==> src/rtl/alu_pkg.sv <==
// Shared opcode constants and FSM state encoding for the sequential ALU.
package alu_pkg;

  localparam logic [1:0] OP_ADD = 2'b00;
  localparam logic [1:0] OP_SUB = 2'b10;
  localparam logic [1:0] OP_SHR = 2'b01;
  localparam logic [1:0] OP_SHL = 2'b11;

  typedef enum logic [1:0] {
    ST_IDLE  = 2'd0,
    ST_SHIFT = 2'd1,
    ST_DONE  = 2'd2
  } state_e;

  // Bit 0 of the opcode selects the shifter; bit 1 then selects left.
  function automatic logic is_shift(input logic [1:0] op);
    return op[0];
  endfunction

endpackage

==> src/rtl/alu_seq_if.sv <==
// Request/result bundle between the controller (master) and the ALU (slave).
interface alu_seq_if #(
  parameter int unsigned N = 16
);
  logic         i_valid;
  logic         ready;
  logic [N-1:0] i_a;
  logic [N-1:0] i_b;
  logic [1:0]   i_control;
  logic [N-1:0] q;
  logic         mayor;
  logic         paridad;
  logic         cero;
  logic         valid;

  modport master (
    output i_valid, i_a, i_b, i_control,
    input  ready, q, mayor, paridad, cero, valid
  );

  modport slave (
    input  i_valid, i_a, i_b, i_control,
    output ready, q, mayor, paridad, cero, valid
  );
endinterface

==> src/rtl/alu_shift_step.sv <==
// Single-bit zero-filling logical shift; reports the bit that falls off.
module alu_shift_step #(
  parameter int unsigned N = 16
) (
  input  logic [N-1:0] d,
  input  logic         left,
  output logic [N-1:0] y,
  output logic         out_bit
);

  always_comb begin
    y       = '0;
    out_bit = 1'b0;
    if (left) begin
      y       = {d[N-2:0], 1'b0};
      out_bit = d[N-1];
    end else begin
      y       = {1'b0, d[N-1:1]};
      out_bit = d[0];
    end
  end

endmodule

==> src/rtl/alu_seq.sv <==
// Multi-cycle ALU: single-cycle add/sub, iterative 1-bit-per-cycle logical shifts.
module alu_seq
  import alu_pkg::*;
#(
  parameter int unsigned N = 16
) (
  input logic      i_clk,
  input logic      i_rst,
  alu_seq_if.slave bus
);

  localparam int unsigned SHW = $clog2(N);

  state_e         state_q, state_d;
  logic [N-1:0]   q_q, q_d;
  logic [N-1:0]   work_q, work_d;
  logic [SHW-1:0] cnt_q, cnt_d;
  logic           dir_q, dir_d;
  logic           mayor_q, mayor_d;
  logic           valid_q, valid_d;
  logic           ready_q, ready_d;

  logic [N:0]     sum;
  logic [N:0]     diff;
  logic [SHW-1:0] k;
  logic [N-1:0]   step_in;
  logic           step_left;
  logic [N-1:0]   step_y;
  logic           step_out;

  assign sum  = {1'b0, bus.i_a} + {1'b0, bus.i_b};
  assign diff = {1'b0, bus.i_a} - {1'b0, bus.i_b};
  assign k    = bus.i_b[SHW-1:0];

  // The accept edge already performs the first shift, so the shifter sees the
  // live operand in IDLE and the working register afterwards.
  assign step_in   = (state_q == ST_SHIFT) ? work_q : bus.i_a;
  assign step_left = (state_q == ST_SHIFT) ? dir_q  : bus.i_control[1];

  alu_shift_step #(.N(N)) u_step (
    .d       (step_in),
    .left    (step_left),
    .y       (step_y),
    .out_bit (step_out)
  );

  always_comb begin
    state_d = state_q;
    q_d     = q_q;
    work_d  = work_q;
    cnt_d   = cnt_q;
    dir_d   = dir_q;
    mayor_d = mayor_q;
    valid_d = 1'b0;

    case (state_q)
      ST_IDLE: begin
        if (bus.i_valid) begin
          if (!is_shift(bus.i_control)) begin
            if (bus.i_control == OP_SUB) begin
              q_d     = diff[N-1:0];
              mayor_d = diff[N];
            end else begin
              q_d     = sum[N-1:0];
              mayor_d = sum[N];
            end
            valid_d = 1'b1;
            state_d = ST_DONE;
          end else if (k == '0) begin
            q_d     = bus.i_a;
            mayor_d = 1'b0;
            valid_d = 1'b1;
            state_d = ST_DONE;
          end else if (k == SHW'(1)) begin
            q_d     = step_y;
            mayor_d = step_out;
            valid_d = 1'b1;
            state_d = ST_DONE;
          end else begin
            // cnt holds the shifts still to do after this edge
            work_d  = step_y;
            cnt_d   = k - SHW'(1);
            dir_d   = bus.i_control[1];
            state_d = ST_SHIFT;
          end
        end
      end

      ST_SHIFT: begin
        work_d = step_y;
        cnt_d  = cnt_q - SHW'(1);
        if (cnt_q == SHW'(1)) begin
          q_d     = step_y;
          mayor_d = step_out;
          valid_d = 1'b1;
          state_d = ST_DONE;
        end
      end

      ST_DONE: begin
        state_d = ST_IDLE;
      end

      default: begin
        state_d = ST_IDLE;
      end
    endcase

    ready_d = (state_d == ST_IDLE);
  end

  always_ff @(posedge i_clk or posedge i_rst) begin
    if (i_rst) begin
      state_q <= ST_IDLE;
      q_q     <= '0;
      work_q  <= '0;
      cnt_q   <= '0;
      dir_q   <= 1'b0;
      mayor_q <= 1'b0;
      valid_q <= 1'b0;
      ready_q <= 1'b1;
    end else begin
      state_q <= state_d;
      q_q     <= q_d;
      work_q  <= work_d;
      cnt_q   <= cnt_d;
      dir_q   <= dir_d;
      mayor_q <= mayor_d;
      valid_q <= valid_d;
      ready_q <= ready_d;
    end
  end

  assign bus.q       = q_q;
  assign bus.mayor   = mayor_q;
  assign bus.valid   = valid_q;
  assign bus.ready   = ready_q;
  assign bus.paridad = q_q[0];
  assign bus.cero    = (q_q == '0);

endmodule

==> src/flat_wrapper.sv <==
// flat-port wrapper written by rule: the top's interface ports become plain ports
module alu_seq_flat import alu_pkg::*;
#(
  parameter int unsigned N = 16
)
  (i_clk, i_rst, bus_i_valid, bus_i_a, bus_i_b, bus_i_control, bus_ready, bus_q, bus_mayor, bus_paridad, bus_cero, bus_valid);
  alu_seq_if #(.N(N)) bus_i ();
  input logic i_clk;
  input logic i_rst;
  input wire logic [$bits(bus_i.i_valid)-1:0] bus_i_valid;
  input wire logic [$bits(bus_i.i_a)-1:0] bus_i_a;
  input wire logic [$bits(bus_i.i_b)-1:0] bus_i_b;
  input wire logic [$bits(bus_i.i_control)-1:0] bus_i_control;
  output wire logic [$bits(bus_i.ready)-1:0] bus_ready;
  output wire logic [$bits(bus_i.q)-1:0] bus_q;
  output wire logic [$bits(bus_i.mayor)-1:0] bus_mayor;
  output wire logic [$bits(bus_i.paridad)-1:0] bus_paridad;
  output wire logic [$bits(bus_i.cero)-1:0] bus_cero;
  output wire logic [$bits(bus_i.valid)-1:0] bus_valid;
  assign bus_i.i_valid = bus_i_valid;
  assign bus_i.i_a = bus_i_a;
  assign bus_i.i_b = bus_i_b;
  assign bus_i.i_control = bus_i_control;
  assign bus_ready = bus_i.ready;
  assign bus_q = bus_i.q;
  assign bus_mayor = bus_i.mayor;
  assign bus_paridad = bus_i.paridad;
  assign bus_cero = bus_i.cero;
  assign bus_valid = bus_i.valid;
  alu_seq #(.N(N)) u_core (.i_clk(i_clk), .i_rst(i_rst), .bus(bus_i));
endmodule
==> config.mk <==
export PLATFORM = sky130hd
export DESIGN_NAME = alu_seq_flat
export DESIGN_NICKNAME = d
export VERILOG_FILES = /design/src/rtl/alu_pkg.sv /design/src/rtl/alu_seq_if.sv /design/src/rtl/alu_shift_step.sv /design/src/rtl/alu_seq.sv /design/src/flat_wrapper.sv
export SDC_FILE = /design/constraint.sdc
export NUM_CORES = 1
export LEC_CHECK = 0
export ABC_AREA = 1
export CORE_UTILIZATION = 39
export DETAILED_ROUTE_END_ITERATION = 10
export GPL_TIMING_DRIVEN = 0
export REMOVE_ABC_BUFFERS = 1
export SLEW_MARGIN = 10
export SYNTH_ARGS = -nofsm -noshare
export SYNTH_HDL_FRONTEND = slang
export SYNTH_SLANG_ARGS = --single-unit
==> constraint.sdc <==
create_clock -name i_clk -period 1.7 [get_ports i_clk]
set_input_delay 0.34 -clock i_clk [delete_from_list [all_inputs] [get_ports i_clk]]
set_output_delay 0.34 -clock i_clk [all_outputs]
set_load 0.01 [all_outputs]
# Word-level counts from Yosys, hierarchy flattened
# Index checks and enable logic that the tools add are counted.
# W data, S select, Z words.
[totals] inputBits=37 ff_bits=42 word_cells=72
[op_classes] addsub=4 bitwise_logic=2 muxes=40 n_reduce_logical=8 eq_ne=10
[ops] cell="$mux W16" count=12
[ops] cell="$pmux W16 S2" count=2
[ops] cell="$add A16 B16 Y17" count=1
[ops] cell="$sub A16 B16 Y17" count=1
[ops] cell="$logic_not A16 Y1" count=1
[ops] cell="$mux W4" count=4
[ops] cell="$mux W1" count=13
[ops] cell="$mux W2" count=5
[ops] cell="$ne A2 B2 Y1 const B" count=5
[ops] cell="$reduce_and A5 Y1" count=2
[ops] cell="$eq A4 B1 Y1 const B" count=2
[ops] cell="$pmux W4 S2" count=1
[ops] cell="$sub A4 B1 Y4 const B" count=2
[ops] cell="$logic_not A2 Y1" count=2
[ops] cell="$logic_not A4 Y1" count=1
[ops] cell="$ne A4 B2 Y1 const B" count=1
[ops] cell="$pmux W1 S2" count=2
[ops] cell="$pmux W2 S2" count=1
[ops] cell="$reduce_and A4 Y1" count=1
[ops] cell="$eq A2 B1 Y1 const B" count=1
[ops] cell="$eq A2 B2 Y1 const B" count=1
[ops] cell="$not A1 Y1" count=2
[ops] cell="$reduce_bool A2 Y1" count=1

# Logic depth before layout (Yosys ltp)
# Gate-level depths: netlist of run 1.
[depth] word_depth=8 mapped_depth=17 ltp_nobuf=17

# Modules after synthesis
# Synthesis of run 1 repeated with hierarchy kept, for this count alone.
[hier_totals] cells_unflattened=806 area_unflattened_um2=4844.6
[by_module_without_submodules] module="alu_seq" instances=1 cells_per_inst=753 seq_area_each_um2=1052.3 area_each_um2=4584.4
[by_module_without_submodules] module="alu_shift_step" instances=1 cells_per_inst=53 seq_area_each_um2=0.0 area_each_um2=260.2

# Worst setup path after synthesis of run 1
# No wires, ideal clock.
[synth_path] kind="input to register" startpoint="in bus_i_b[0]" endpoint="reg u_core.q_q[4], in the netlist u_core.bus.q[4]" cell_stages=11 slack_ns=-0.075 t_arrival_ns=1.657 setup_ns=0.118 path_buffers=0 required_time_ns=1.582 cell_sequence="ha_1 -> fa_1 -> nand2_1 -> nand2_1 -> and2_1 -> nand2_1 -> o21ai_0 -> o21ai_0 -> nand3_1 -> nand3_1 -> nand2_1"
[synth_between] elab_chain_cells=5 word_cells_on_any_way=11
[synth_rtl] item="start, declared" line_no="flat_wrapper.sv:12" source="input wire logic [$bits(bus_i.i_b)-1:0] bus_i_b;"
[synth_rtl] item="$add A16 B16 Y17, or another cell as far along" line_no="alu_seq.sv:31" source="assign sum = {1'b0, bus.i_a} + {1'b0, bus.i_b};"
[synth_rtl] item="$mux W16 (on tied branches)" line_no="alu_seq.sv:60, alu_seq.sv:69"
[synth_rtl] item="$mux W16" line_no="alu_seq.sv:59" source="if (!is_shift(bus.i_control)) begin"
[synth_rtl] item="$mux W16" line_no="alu_seq.sv:58" source="if (bus.i_valid) begin"
[synth_rtl] item="$pmux W16 S2" line_no="alu_seq.sv:56" source="case (state_q)"
[synth_rtl] item="end signal, assigned" line_no="alu_seq.sv:124" source="q_q <= q_d;"
[synth_rtl] item="end, declared" line_no="alu_seq.sv:15" source="logic [N-1:0] q_q, q_d;"
# Parallel ways exist; a longest one is shown, timed or not. The select of a mux whose other input is x is not followed.
# A chain may end at the register's enable or synchronous reset.

# Worst setup path after layout of run 1
[layout_path] startpoint="reg u_core.q_q[4], in the netlist u_core.bus.q[4]" endpoint="out bus_cero"
[layout_between] elab_chain_cells=1
[layout_rtl] item="$logic_not A16 Y1" line_no="alu_seq.sv:139" source="assign bus.cero = (q_q == '0);"
[layout_rtl] item="end, declared" line_no="flat_wrapper.sv:18" source="output wire logic [$bits(bus_i.cero)-1:0] bus_cero;"
# Every way passes these cells.

==> impl_metrics.toml, run 1 <==
[status]
status = "finished, violations left"
violations = "negative setup slack"

[timing]
setup_viol = 15
hold_viol_final = 0
relSlewSlack_pct = 69.45
slew_viol_final = 0
tightest_slew_ns = 0.4575
holdWs_ns = 0.3728
setup_ws_ns = -0.1578
finClkSkew_ns = 0.005530
rsz0062_at_grt = "yes"
max_freq_mhz = 538.3
min_period_ns = 1.858
fin_crit_sh_pct = 109.3

[hold_path]
hp-class = "input pin to async pin"

[routing]
drc = 0
drt_iter0_markers = 426
vias = 5731
drt_pre_antenna_iters = 7
wirelength_mm = 18.33
wl_per_cell_um = 17.85
vias_per_cell = 5.580
antenna_left = 0

[grt]
grt_usage_pct = 27.92
grt_pass1_vias = 5276
grt_max_degree = 29
grt_pass1_wl_mm = 27.15
antenna_found_initial = 0
grt-ovfl-total = 0

[logic_synthesis]
yosys.cell_types.count = 41
synth_edf_count = 0
yosys_register_bits = 42
synth_flop_cell = "dfrtp_1"
synthesis.area_mm2 = 0.004587
yosysWarnings = 0
synthCells = 769
yosysSeqAreaShare_pct = 22.94
synth.area.top_cells = "dfrtp_1 22%, nand2_1 22%, ha_1 10%, inv_1 8.9%, o21ai_0 6.0%"
synth_top_area_share_pct = 22.37
syn_area_per_cell_um2 = 5.965
synth_area_leader_cell = "dfrtp_1"
synthArstFlopShare_pct = 100.0

[floorplanning]
die_y_um = 110.5
start_util_pct = 40.17
die_x_um = 110.5
core_mm2 = 0.01142
io_pins = 58
rows = 39
dieArea_mm2 = 0.01220

[setup_path]
cp.required_ns = 1.36
crit_family = "simple AND/OR/NAND/NOR gates"
crit_path_top_delay_cell = "dfrtp_1"
slowest_delay_ns = 0.41
crit_fanout = 2
cp_cell_sequence = "nor4_4 > nand2_2 > nor3_2 > buf_2"
worst-r2r-cell-count = 13
crit_path_start_kind = "register"
worstSetupPathType = "register to output pin"
cp.depth = 4
cp.arrival_ns = 1.52
crit_path_end_kind = "output pin"
critPathBufInv = 1

[power_and_ir_drop]
vdd_ir_drop_max_v = 0.0009567
p_leak_uw = 0.003483
power_density_mw_per_mm2 = 1351

[finish]
final_cell_mix = "207 x nand2_1, 74 x inv_1, 53 x buf_4"
nets = 959
fin_cells = 1027
diodes = 0
drive_above_1_share_pct = 39.14
fin_util_pct = 62.97
mostFrequentLayoutCell = "nand2_1"
syn_to_final_growth_pct = 56.76

[clocking]
cts.sinks = 42
htreeDepth = 2
clkTransAtPathRegs_ns = 0.06
cts_max_path_buffers = 2
cts_hold_buf = 0
cts-buffers-inserted = 5
clk_latency_ns = 0.30
cts_tree = "yes"
clockRootBuffer = "clkbuf_16"

[placement]
post-place-ws_ns = -1.993
dp_cells = 944
gp_congestion = 0.9281
hpwl_mm = 11.23
io_buffers = 57

[run]
cap_violations = 0
==> where the power goes <==
| group | switching, uW | internal (uW) | total (uW) |
|---|---|---|---|
| Clock | 436 | 689 | 1120 |
| Sequential | 447 | 1500 | 1950 |
| Combinational | 3770 | 2870 | 6640 |
| Total | 4650 | 5060 | 9710 |
==> cell usage after synthesis, types with 8 or more instances <==
cell,instances
nand2_1,269
inv_1,109
nor2_1,61
o21ai_0,55
nand3_1,46
dfrtp_1,41
a21oi_1,39
ha_1,37
buf_2,13
nand4_1,11
o21bai_1,8
==> cell families (layout without fill, tap and decap cells) <==
logic type | count (synthesis) | in the layout | synth area share, %
AND/OR/NAND/NOR | 408 | 413 | 36.36
AO/OA/AOI/OAI | 135 | 135 | 16.72
XOR/XNOR | 4 | 4 | 0.7639
buffers and inverters | 141 | 251 | 12.25
flip-flops | 42 | 42 | 22.94
adder cells (fa/ha/maj) | 39 | 39 | 10.97
==> through the flow <==
stage               instance area (um2)  power, uW  setup TNS (ns)
floorplan                          4457       4305          -5.761
global placement                   5206       5654          -82.67
detailed placement                 5226       5720          -60.67
CTS                                6439       7949         -0.1525
global route                       7191      10280          -1.946
finish                             7191       9714         -0.7039
==> area by class of cell <==
type                            instances  area [um2]
Inverter                              115       481.7
Tap cell                              143       178.9
Multi-Input combinational cell        591        4116
Sequential cell                        42        1055
Clock inverter                          3       40.04
Timing Repair Buffer                  128        1194
Clock buffer                            5       125.1
Fill cell                            1008        4228
==> registers in the layout (all words and copies together), names as in the netlist <==
name,cells
u_core.bus.q,16
u_core.work_q,16
u_core.cnt_q,4
u_core.state_q,2
u_core.bus.mayor,1
u_core.bus.ready,1
u_core.bus.valid,1
u_core.dir_q,1
==> path summary, 6_finish.rpt <==
kind	to	start	slack, ns
worst max-delay path	bus_cero	u_core.bus.q[4]	-0.16
worst min-delay path	u_core.bus.q[5]	i_rst	0.37
worst max register to register	u_core.bus.q[14]	u_core.state_q[1]	-0.09
worst min register to register	u_core.work_q[0]	u_core.work_q[0]	0.50
max in group asynchronous	u_core.bus.ready	i_rst	0.76
min in group i_clk	u_core.bus.q[0]	bus_i_a[0]	0.48
==> timing repair <==
item	4_1_cts	5_1_grt
endpoints found under the setup margin	43	23
pin swaps	67	82
cloned	4	1
hold endpoints to repair	0	0
buffers inserted	40	31
gates resized for setup	286	189
==> layer usage <==
metal  up-vias  track usage, %  part of all wire, %
met5         -               0                    0
met1      2735           36.86                   43
met4         0           8.800                  3.0
li1       2686               -                    -
met2       258           45.42                   47
met3        52           5.982                  7.5
No activity file was read; power rests on OpenSTA's default activity.
==> run 2, diff against run 1 <==
--- a/config.mk
+++ b/config.mk
@@ -6,7 +6,7 @@
 export NUM_CORES = 1
 export LEC_CHECK = 0
 export ABC_AREA = 1
-export CORE_UTILIZATION = 39
+export CORE_UTILIZATION = 35
 export DETAILED_ROUTE_END_ITERATION = 10
 export GPL_TIMING_DRIVEN = 0
 export REMOVE_ABC_BUFFERS = 1
==> run 2 against run 1 <==
Compared with the run above: the run still ends with negative setup slack left; design area decreased by 0.92%; first-iteration DRC count increased by 5.6%; fmax down 0.38%; flip-flop and latch count unchanged; sequential share of layout area grew 0.19 points; via count fell by 2.0%; global-route usage shrank 1.9 points; setup slack got worse by 0.0071 ns; power is 1.6% higher; core utilization down 7.0 points; critical path type unchanged; largest power group unchanged.
==> impl_metrics.toml, run 2 (synthesis gave the netlist of run 1 again) <==
[placement]
hpwl_mm = 11.13
gp_congestion = 0.8655
io_buffers = 57
post-place-ws_ns = -1.878

[routing]
wl_per_cell_um = 17.07
antenna_left = 0
vias = 5616
drc = 0
wirelength_mm = 18.09
vias_per_cell = 5.298
drt_iter0_markers = 450
drt_pre_antenna_iters = 7

[clocking]
clockRootBuffer = "clkbuf_16"
cts_tree = "yes"
cts_hold_buf = 0
htreeDepth = 2
cts-buffers-inserted = 5
clkTransAtPathRegs_ns = 0.07
cts.sinks = 42
clk_latency_ns = 0.30
cts_max_path_buffers = 2

[floorplanning]
die_y_um = 116.5
core_mm2 = 0.01272
rows = 41
start_util_pct = 36.05
io_pins = 58
dieArea_mm2 = 0.01357
die_x_um = 116.5

[timing]
finClkSkew_ns = 0.004628
min_period_ns = 1.865
fin_crit_sh_pct = 109.7
holdWs_ns = 0.2728
slew_viol_final = 0
max_freq_mhz = 536.2
setup_ws_ns = -0.1650
rsz0062_at_grt = "yes"
tightest_slew_ns = 0.3944
relSlewSlack_pct = 73.43
fin_setup_tns_ns = -1.388
setup_viol = 18
hold_viol_final = 0

[status]
violations = "negative setup slack"
status = "finished, violations left"

[setup_path]
crit_path_start_kind = "register"
cp_cell_sequence = "nor4_4 > nand2_2 > nor3_2 > buf_2"
cp.required_ns = 1.36
worstSetupPathType = "register to output pin"
slowest_delay_ns = 0.43
cp.arrival_ns = 1.52
crit_path_top_delay_cell = "dfrtp_1"
crit_fanout = 3
crit_path_end_kind = "output pin"

[finish]
final_cell_mix = "210 x nand2_1, 74 x inv_1, 55 x buf_4"
nets = 963
drive_above_1_share_pct = 38.96
fillers = 1261
mostFrequentLayoutCell = "nand2_1"
seqCellArea_mm2 = 0.001059
diodes = 0
multiInputGateArea_mm2 = 0.004046
syn_to_final_growth_pct = 55.32

[power_and_ir_drop]
power_density_mw_per_mm2 = 1386
seqPwrFrac_pct = 19.9
p_int_uw = 5208
p_clk_share_pct = 13.4
p_leak_uw = 0.003462
combPwrFrac_pct = 66.8
p_switching_uw = 4664
vdd_ir_drop_max_v = 0.0007789
p_sw_share_pct = 47.24

[grt]
grt-ovfl-total = 0
antenna_found_initial = 0
grt_max_degree = 35
grt_pass1_vias = 5122
grt_pass1_wl_mm = 26.84
grt_usage_pct = 26.06

[hold_path]
hp-class = "input pin to async pin"

[run]
cap_violations = 0
-- run 2: cell type report --
cell class | count | share of cell area (%)
Multi-Input combinational cell | 592 | 56.80
Timing Repair Buffer | 129 | 15.58
Sequential cell | 42 | 14.86
Inverter | 115 | 6.726
Tap cell | 172 | 3.021
Clock buffer | 6 | 1.949
Clock inverter | 2 | 0.8430
Timing Repair inverter | 2 | 0.2283
-- run 2: critical path: cells and delay by family, from the launching register on --
kind	cells	cell delay, ns
flip-flops	1	0.43
AND/OR/NAND/NOR	3	0.65
buffers and inverters	1	0.15
-- run 2: worst paths after layout --
check / startpoint / endpoint / slack, ns / cells past startpoint
max in group asynchronous: i_rst / u_core.bus.ready / 0.90 / 3
max reg2reg: u_core.state_q[1] / u_core.bus.q[10] / -0.15 / 9
max: u_core.bus.q[4] / bus_cero / -0.16 / 4
min reg2reg: u_core.work_q[1] / u_core.work_q[1] / 0.49 / 2
min in group i_clk: bus_i_control[0] / u_core.bus.q[8] / 0.48 / 5
min: i_rst / u_core.work_q[11] / 0.27 / 2
-- run 2: stage by stage --
step                cells  util [%]  power (uW)  area [um2]
global route         1060     56.00       10460        7124
CTS                  1020     50.25        8262        6392
floorplan             743         -        4305        4457
global placement      972     41.21        5728        5243
finish               1060     56.00        9872        7124
detailed placement    973     41.37        5744        5263
-- run 2: power by group through the flow --
stage | Clock [uW] | Sequential [uW] | Combinational, uW
floorplan | 0 | 1860 | 2440
global placement | 0 | 1850 | 3880
detailed placement | 0 | 1850 | 3890
CTS | 1320 | 1930 | 5010
global route | 1360 | 2000 | 7090
finish | 1320 | 1960 | 6590
-- run 2: metal layers --
metal,wire length (um),up-vias,GRT usage (%)
met2,8052,268,41.74
met3,1396,42,4.048
met4,497,0,8.120
li1,-,2698,-
met1,8143,2608,35.89
met5,0,-,0
-- run 2: repair_timing --
item                                    CTS  global route
cloned                                    7             3
gates resized for setup                 264           205
buffers inserted                         32            38
pin swaps                                60            84
endpoints found under the setup margin   43            41
